File: src/rtl/uart_tx_arbiter.sv
// uart_tx_arbiter
//   Round-robin message arbiter that shares one uart_tx transmitter between
//   N_REQ byte producers. Ownership is granted per message (terminated by
//   req_last), so bytes of different requesters never interleave on the line.
//   Each byte is paced against the transmitter with a LOAD -> HOLD -> DRAIN
//   sequence: start pulse, one blind cycle while uart_tx drops ready, then
//   wait for ready to return.
//
// Parameters
//   N_REQ          number of requesters (2..8)
//   TIMEOUT_CYCLES stall limit while granted (only with UART_ARB_TIMEOUT_EN)
//
// Ports
//   clk         clock
//   rst         synchronous active-high reset
//   req_valid   per requester: byte presented
//   req_data    per requester byte, requester i at [8i+7:8i]
//   req_last    per requester: presented byte ends the message
//   req_ready   per requester: one-cycle accept pulse
//   tx_data     byte to uart_tx
//   tx_valid    one-cycle start pulse to uart_tx
//   tx_ready    uart_tx idle
//   grant       one-hot current message owner, zero when idle
//   busy        a grant is held
//   timeout_err one-cycle pulse when a grant is revoked by the stall timeout
//
// Build option
//   UART_ARB_TIMEOUT_EN: when defined, a granted requester that withholds
//   req_valid in LOAD for TIMEOUT_CYCLES cycles loses its grant. When not
//   defined, LOAD waits indefinitely and timeout_err is constant 0.

module uart_tx_arbiter #(
    parameter int N_REQ          = 4,
    parameter int TIMEOUT_CYCLES = 1_000_000
) (
    input  logic               clk,
    input  logic               rst,
    input  logic [N_REQ-1:0]   req_valid,
    input  logic [8*N_REQ-1:0] req_data,
    input  logic [N_REQ-1:0]   req_last,
    output logic [N_REQ-1:0]   req_ready,
    output logic [7:0]         tx_data,
    output logic               tx_valid,
    input  logic               tx_ready,
    output logic [N_REQ-1:0]   grant,
    output logic               busy,
    output logic               timeout_err
);

    localparam int IDX_W = $clog2(N_REQ);

    if (N_REQ < 2 || N_REQ > 8 || TIMEOUT_CYCLES < 2) begin : g_param_check
        $error("uart_tx_arbiter: N_REQ must be 2..8 and TIMEOUT_CYCLES >= 2");
    end

    typedef enum logic [1:0] {
        S_IDLE,
        S_LOAD,
        S_HOLD,
        S_DRAIN
    } state_e;

    state_e             state_q;
    logic [IDX_W-1:0]   ptr_q;
    logic [IDX_W-1:0]   gidx_q;
    logic [N_REQ-1:0]   grant_q;
    logic [N_REQ-1:0]   req_ready_q;
    logic [7:0]         tx_data_q;
    logic               tx_valid_q;
    logic               busy_q;
    logic               last_q;

    logic               pick_found_d;
    logic [IDX_W-1:0]   pick_idx_d;
    logic [IDX_W-1:0]   next_ptr_d;
    logic               g_valid;
    logic               g_last;
    logic [7:0]         g_data;

`ifdef UART_ARB_TIMEOUT_EN
    localparam int CNT_W = $clog2(TIMEOUT_CYCLES + 1);
    logic [CNT_W-1:0]   stall_cnt_q;
    logic               timeout_err_q;
`endif

    // (base + off) mod N_REQ for base < N_REQ and off < N_REQ.
    function automatic logic [IDX_W-1:0] wrap_add(input logic [IDX_W-1:0] base,
                                                  input int               off);
        int sum;
        sum = int'(base) + off;
        if (sum >= N_REQ) begin
            sum = sum - N_REQ;
        end
        return IDX_W'(sum);
    endfunction

    // Round-robin search starting at ptr. Iterating from the far end lets
    // the nearest set request overwrite the others.
    always_comb begin
        pick_found_d = 1'b0;
        pick_idx_d   = '0;
        for (int k = N_REQ - 1; k >= 0; k--) begin
            if (req_valid[wrap_add(ptr_q, k)]) begin
                pick_found_d = 1'b1;
                pick_idx_d   = wrap_add(ptr_q, k);
            end
        end
    end

    assign next_ptr_d = wrap_add(gidx_q, 1);

    // Select the granted requester's inputs; non-granted inputs are ignored.
    always_comb begin
        g_valid = 1'b0;
        g_last  = 1'b0;
        g_data  = '0;
        for (int i = 0; i < N_REQ; i++) begin
            if (grant_q[i]) begin
                g_valid = req_valid[i];
                g_last  = req_last[i];
                g_data  = req_data[8*i +: 8];
            end
        end
    end

    always_ff @(posedge clk) begin
        if (rst) begin
            state_q     <= S_IDLE;
            ptr_q       <= '0;
            gidx_q      <= '0;
            grant_q     <= '0;
            req_ready_q <= '0;
            tx_data_q   <= '0;
            tx_valid_q  <= 1'b0;
            busy_q      <= 1'b0;
            last_q      <= 1'b0;
`ifdef UART_ARB_TIMEOUT_EN
            stall_cnt_q   <= '0;
            timeout_err_q <= 1'b0;
`endif
        end else begin
            // Strobes default low so each one lasts exactly one cycle.
            tx_valid_q  <= 1'b0;
            req_ready_q <= '0;
`ifdef UART_ARB_TIMEOUT_EN
            timeout_err_q <= 1'b0;
`endif
            case (state_q)
                S_IDLE: begin
                    if (pick_found_d) begin
                        grant_q <= N_REQ'(1) << pick_idx_d;
                        gidx_q  <= pick_idx_d;
                        busy_q  <= 1'b1;
                        state_q <= S_LOAD;
`ifdef UART_ARB_TIMEOUT_EN
                        stall_cnt_q <= '0;
`endif
                    end
                end
                S_LOAD: begin
                    if (g_valid && tx_ready) begin
                        tx_data_q   <= g_data;
                        tx_valid_q  <= 1'b1;
                        req_ready_q <= grant_q;
                        last_q      <= g_last;
                        state_q     <= S_HOLD;
                    end
`ifdef UART_ARB_TIMEOUT_EN
                    // Only cycles where the owner withholds data count;
                    // waiting on the transmitter is not the owner's fault.
                    else if (!g_valid) begin
                        if (stall_cnt_q == CNT_W'(TIMEOUT_CYCLES - 1)) begin
                            timeout_err_q <= 1'b1;
                            grant_q       <= '0;
                            busy_q        <= 1'b0;
                            ptr_q         <= next_ptr_d;
                            state_q       <= S_IDLE;
                        end else begin
                            stall_cnt_q <= stall_cnt_q + 1'b1;
                        end
                    end
`endif
                end
                S_HOLD: begin
                    // uart_tx needs this cycle to deassert ready after the
                    // start pulse; sampling it now would see a stale idle.
                    state_q <= S_DRAIN;
                end
                S_DRAIN: begin
                    if (tx_ready) begin
                        if (last_q) begin
                            grant_q <= '0;
                            busy_q  <= 1'b0;
                            ptr_q   <= next_ptr_d;
                            state_q <= S_IDLE;
                        end else begin
                            state_q <= S_LOAD;
`ifdef UART_ARB_TIMEOUT_EN
                            stall_cnt_q <= '0;
`endif
                        end
                    end
                end
                default: state_q <= S_IDLE;
            endcase
        end
    end

    assign req_ready = req_ready_q;
    assign tx_data   = tx_data_q;
    assign tx_valid  = tx_valid_q;
    assign grant     = grant_q;
    assign busy      = busy_q;

`ifdef UART_ARB_TIMEOUT_EN
    assign timeout_err = timeout_err_q;
`else
    assign timeout_err = 1'b0;
`endif

endmodule

File: config.mk
export PLATFORM = sky130hd
export DESIGN_NAME = uart_tx_arbiter
export DESIGN_NICKNAME = d
export VERILOG_FILES = /design/src/rtl/uart_tx_arbiter.sv
export SDC_FILE = /design/constraint.sdc
export NUM_CORES = 1
export LEC_CHECK = 0
export CAP_MARGIN = 20
export CORE_ASPECT_RATIO = 0.7
export CORE_MARGIN = 2
export CORE_UTILIZATION = 49
export CTS_BUF_LIST = sky130_fd_sc_hd__clkbuf_4 sky130_fd_sc_hd__clkbuf_8
export CTS_CLUSTER_DIAMETER = 200
export DETAILED_ROUTE_END_ITERATION = 10
export PLACE_DENSITY = 0.88
export SLEW_MARGIN = 10
export SYNTH_ARGS = -nofsm -noshare
export SYNTH_HDL_FRONTEND = slang
export SYNTH_SLANG_ARGS = --single-unit
File: constraint.sdc
create_clock -name clk -period 3.4 [get_ports clk]
set_clock_uncertainty 0.05 [all_clocks]
set_input_delay 0.51 -clock clk [delete_from_list [all_inputs] [get_ports clk]]
set_output_delay 0.51 -clock clk [all_outputs]
set_load 0.05 [all_outputs]
==> results.rst <==
.. list-table::
   :header-rows: 1

   * - Metric
     - Value
   * - Outcome
     - finished, final reports clean
   * - Gate count after technology mapping
     - about 190
   * - Kind of cell with the highest combined delay on the critical path
     - buffers and inverters
   * - Count of buffers inserted at the top-level ports
     - 60
   * - Via-to-Cell Ratio
     - 5.53
   * - Share of cells above drive strength 1
     - 10.0%
   * - Worst path slowest cell
     - sky130_fd_sc_hd__clkdlybuf4s50_1
   * - Total congestion overflow after global routing
     - 0
   * - Total count of max-transition violations in the final report
     - 0
   * - Cell area power density
     - 453 mW/mm2
   * - Share of the yosys chip area belonging to registers
     - 31.3%
   * - Netlist cell types
     - 45
   * - Number of nets in the layout
     - 287
   * - Setup repair after global routing missed its margin
     - no
   * - Number of buffers inserted by hold repair at cts
     - 0
   * - Number of optimization iterations in the first detailed-route pass
     - 4
   * - First-pass GRT wire length
     - 6650 um
   * - Post_cts resized
     - 0
   * - Endpoint of the most critical register-to-register path
     - tx_data[2]
   * - Sum of buffers and inverters on the critical path
     - 1
   * - Count of nets left with antenna violations after detail routing
     - 0
   * - Via count of the first global-routing pass
     - 1398
   * - Remaining max-slew budget at the tightest pin
     - 46.2%
   * - Cell type with the highest aggregate area in the netlist
     - sky130_fd_sc_hd__dfxtp_1
   * - Worst EP required
     - 2.84 ns
   * - Number of CTS-inserted buffers
     - 3
   * - Total number of cells along the worst setup path
     - 1
   * - Data arrival time of the worst path
     - 2.02 ns
   * - Die height
     - approximately 52 um
   * - Standard-cell rows
     - 17
   * - Worst Setup Start Kind
     - register
   * - Minimum clock period
     - 2.58 ns
   * - Worst Path Class, Setup
     - register to output pin
   * - Commonest cells post-synth
     - sky130_fd_sc_hd__dfxtp_1 (25), sky130_fd_sc_hd__a21oi_1 (22), sky130_fd_sc_hd__inv_1 (17)
   * - Top achievable clock speed
     - 0.387 GHz
   * - CTS sink count
     - 25
   * - Number of buffers between clock root and the deepest sink
     - 2
   * - DP Wirelength
     - 3060 um
   * - Clk pin slew, worst setup/hold paths
     - 0.09 ns
   * - Ordered list of cells on the worst path
     - clkdlybuf4s50_1
   * - Chip Width
     - approximately 72 um
   * - Cell at the root of the clock tree
     - sky130_fd_sc_hd__clkbuf_8
   * - Number of remaining DRC errors
     - 0
   * - Final hold violation count
     - 0
   * - LEAKAGE
     - ~0.9 nW
   * - Kind of end point of the critical path
     - output pin
   * - Die Outline Area
     - 0.00375 mm2
   * - Post-synth top flop
     - sky130_fd_sc_hd__dfxtp_1
   * - Min-delay worst type
     - register to register
   * - Synth warnings
     - 0
   * - Weighted congestion at the end of routability-driven global placement
     - 0.815
   * - Number of synthesized flops with an enable pin
     - 0
   * - Pin slew with the least headroom to its limit
     - 0.805 ns
   * - Fraction of registers with async set/reset
     - 0%
   * - Worst r2r path cells
     - 4
   * - Total standard cell area after synthesis
     - 0.00160 mm2
   * - Clock tree from TritonCTS
     - built
   * - Flip-flop and latch count after synthesis
     - 25
   * - DRC violation total after the first TritonRoute iteration
     - a little under 50
   * - H-tree lvl count
     - 1
   * - Starting density of the core
     - 51.2%
   * - Top-count cell post-synth
     - sky130_fd_sc_hd__dfxtp_1
   * - Later-pin clock latency in the skew report
     - roughly 0.27 ns
   * - Top cells by area, synth
     - sky130_fd_sc_hd__dfxtp_1 (31%), sky130_fd_sc_hd__a21oi_1 (6.9%), sky130_fd_sc_hd__a221o_1 (5.6%)
   * - Total global-route track usage
     - 23.4%
   * - Setup bufs post-CTS
     - 0
   * - Worst reg-to-reg setup slack
     - between 0.9 and 1 ns
   * - Worst setup path start
     - grant[1]
   * - Final-report setup violation count
     - 0
   * - Post-route design area
     - 0.00226 mm2
   * - Worst setup path end
     - grant[1]
   * - Total Neg Setup Slack
     - 0 ns
   * - Average cell area after synthesis
     - 8.65 um2
   * - Area Growth Syn to Fin
     - 41.0%
   * - Worst IR drop on VDD
     - 0.000259 V
   * - Share of the clock period used by the worst path after layout
     - 76.0%
   * - Drt total wl
     - slightly above 4000 um
   * - Largest net degree at the start of global routing
     - 24
   * - Number of antenna diodes
     - 0
   * - I/O Pins
     - 62
   * - Antenna violations before repair
     - 0
   * - Area of the core
     - 0.00313 mm2
   * - Max-capacitance violation count
     - 0
   * - Wire length per cell
     - 14.6 um
   * - Syn_nets
     - 232
   * - Critical path's largest stage delay
     - ~0.94 ns
   * - Cell Area, Placed
     - between 0.002 and 0.0025 mm2
   * - Fraction of synthesized cell area taken by the top area cell type
     - 31.3%
   * - R2r startpoint
     - grant[1]
   * - Via count
     - 1533
   * - Largest driver fanout on the critical path
     - 23
## state kept, by name, summed over array words and instances, names as in the netlist
signal	count
req_ready	4
grant	4
ptr_q	2
busy	1
last_q	1
gidx_q	2
state_q	2
tx_valid	1
tx_data	8
## worst min-delay path by stage
stage,from,endpoint,cells after the start
2_1_floorplan,gidx_q[1],gidx_q[1],2
3_3_place_gp,gidx_q[1],gidx_q[1],2
3_5_place_dp,gidx_q[1],gidx_q[1],2
4_1_cts,gidx_q[1],gidx_q[1],2
5_1_grt,gidx_q[1],gidx_q[1],2
6_report,gidx_q[1],gidx_q[1],2
## where the power goes
part,switching [mW],internal [mW],total [mW]
Clock,0.0972,0.0832,0.180
Sequential,0.0528,0.323,0.376
Combinational,0.245,0.223,0.467
Total,0.395,0.629,1.02
## routing by layer
| metal | routed length, um | track usage [%] |
|---|---|---|
| met5 | 0 | 0 |
| met4 | 44 | 6.92 |
| met3 | 282 | 6.78 |
| met2 | 1790 | 33.9 |
| met1 | 1930 | 33.5 |
## layout by cell type, fill, tap and decap left out, drive strengths merged, types with 3 or more instances in the layout
master         instances
clkdlybuf4s50         60
dfxtp                 25
a21oi                 23
inv                   17
nand2                 12
nor2b                 12
nand3b                10
a221o                  9
mux2                   9
nor2                   8
a211oi                 6
nor3b                  4
ha                     4
nand2b                 3
and3                   3
clkbuf                 3
buf                    3
## area by class of cell
class                   count  area [um2]
inverters                  17        63.8
clock buffers               3        41.3
multi-input cells         130         973
clock inverters             1        7.51
flip-flops and latches     25         500
repair buffers             63         623
well taps                  38        47.5
fillers                   253         870
## logic make-up (layout without fill, tap and decap cells)
group                      Yosys count  after routing  share of synthesized area [%]
AOI/OAI and AO/OA                   58             58                           28.5
and+or+nand+nor                     57             57                           20.9
buffers and inverters               30             84                           7.90
DFF                                 25             25                           31.3
muxes                                9              9                           7.51
adders and majority gates            4              4                           3.13
other                                1              1                          0.234
xor gates and xnor gates             1              1                          0.547
## per-stage QoR
step / setup slack, ns / util [%] / total power, mW / cells / hold slack (ns)
after floorplan: 1.41 / - / 0.702 / 185 / 0.399
after global placement: 0.798 / 70.6 / 0.839 / 273 / 0.413
after detailed placement: 0.771 / 70.6 / 0.846 / 273 / 0.415
after CTS: 0.826 / 72.2 / 1.03 / 277 / 0.429
after global routing: 0.731 / 72.2 / 1.09 / 277 / 0.464
final: 0.817 / 72.2 / 1.02 / 277 / 0.428
Power figures use the tool's default switching activity.
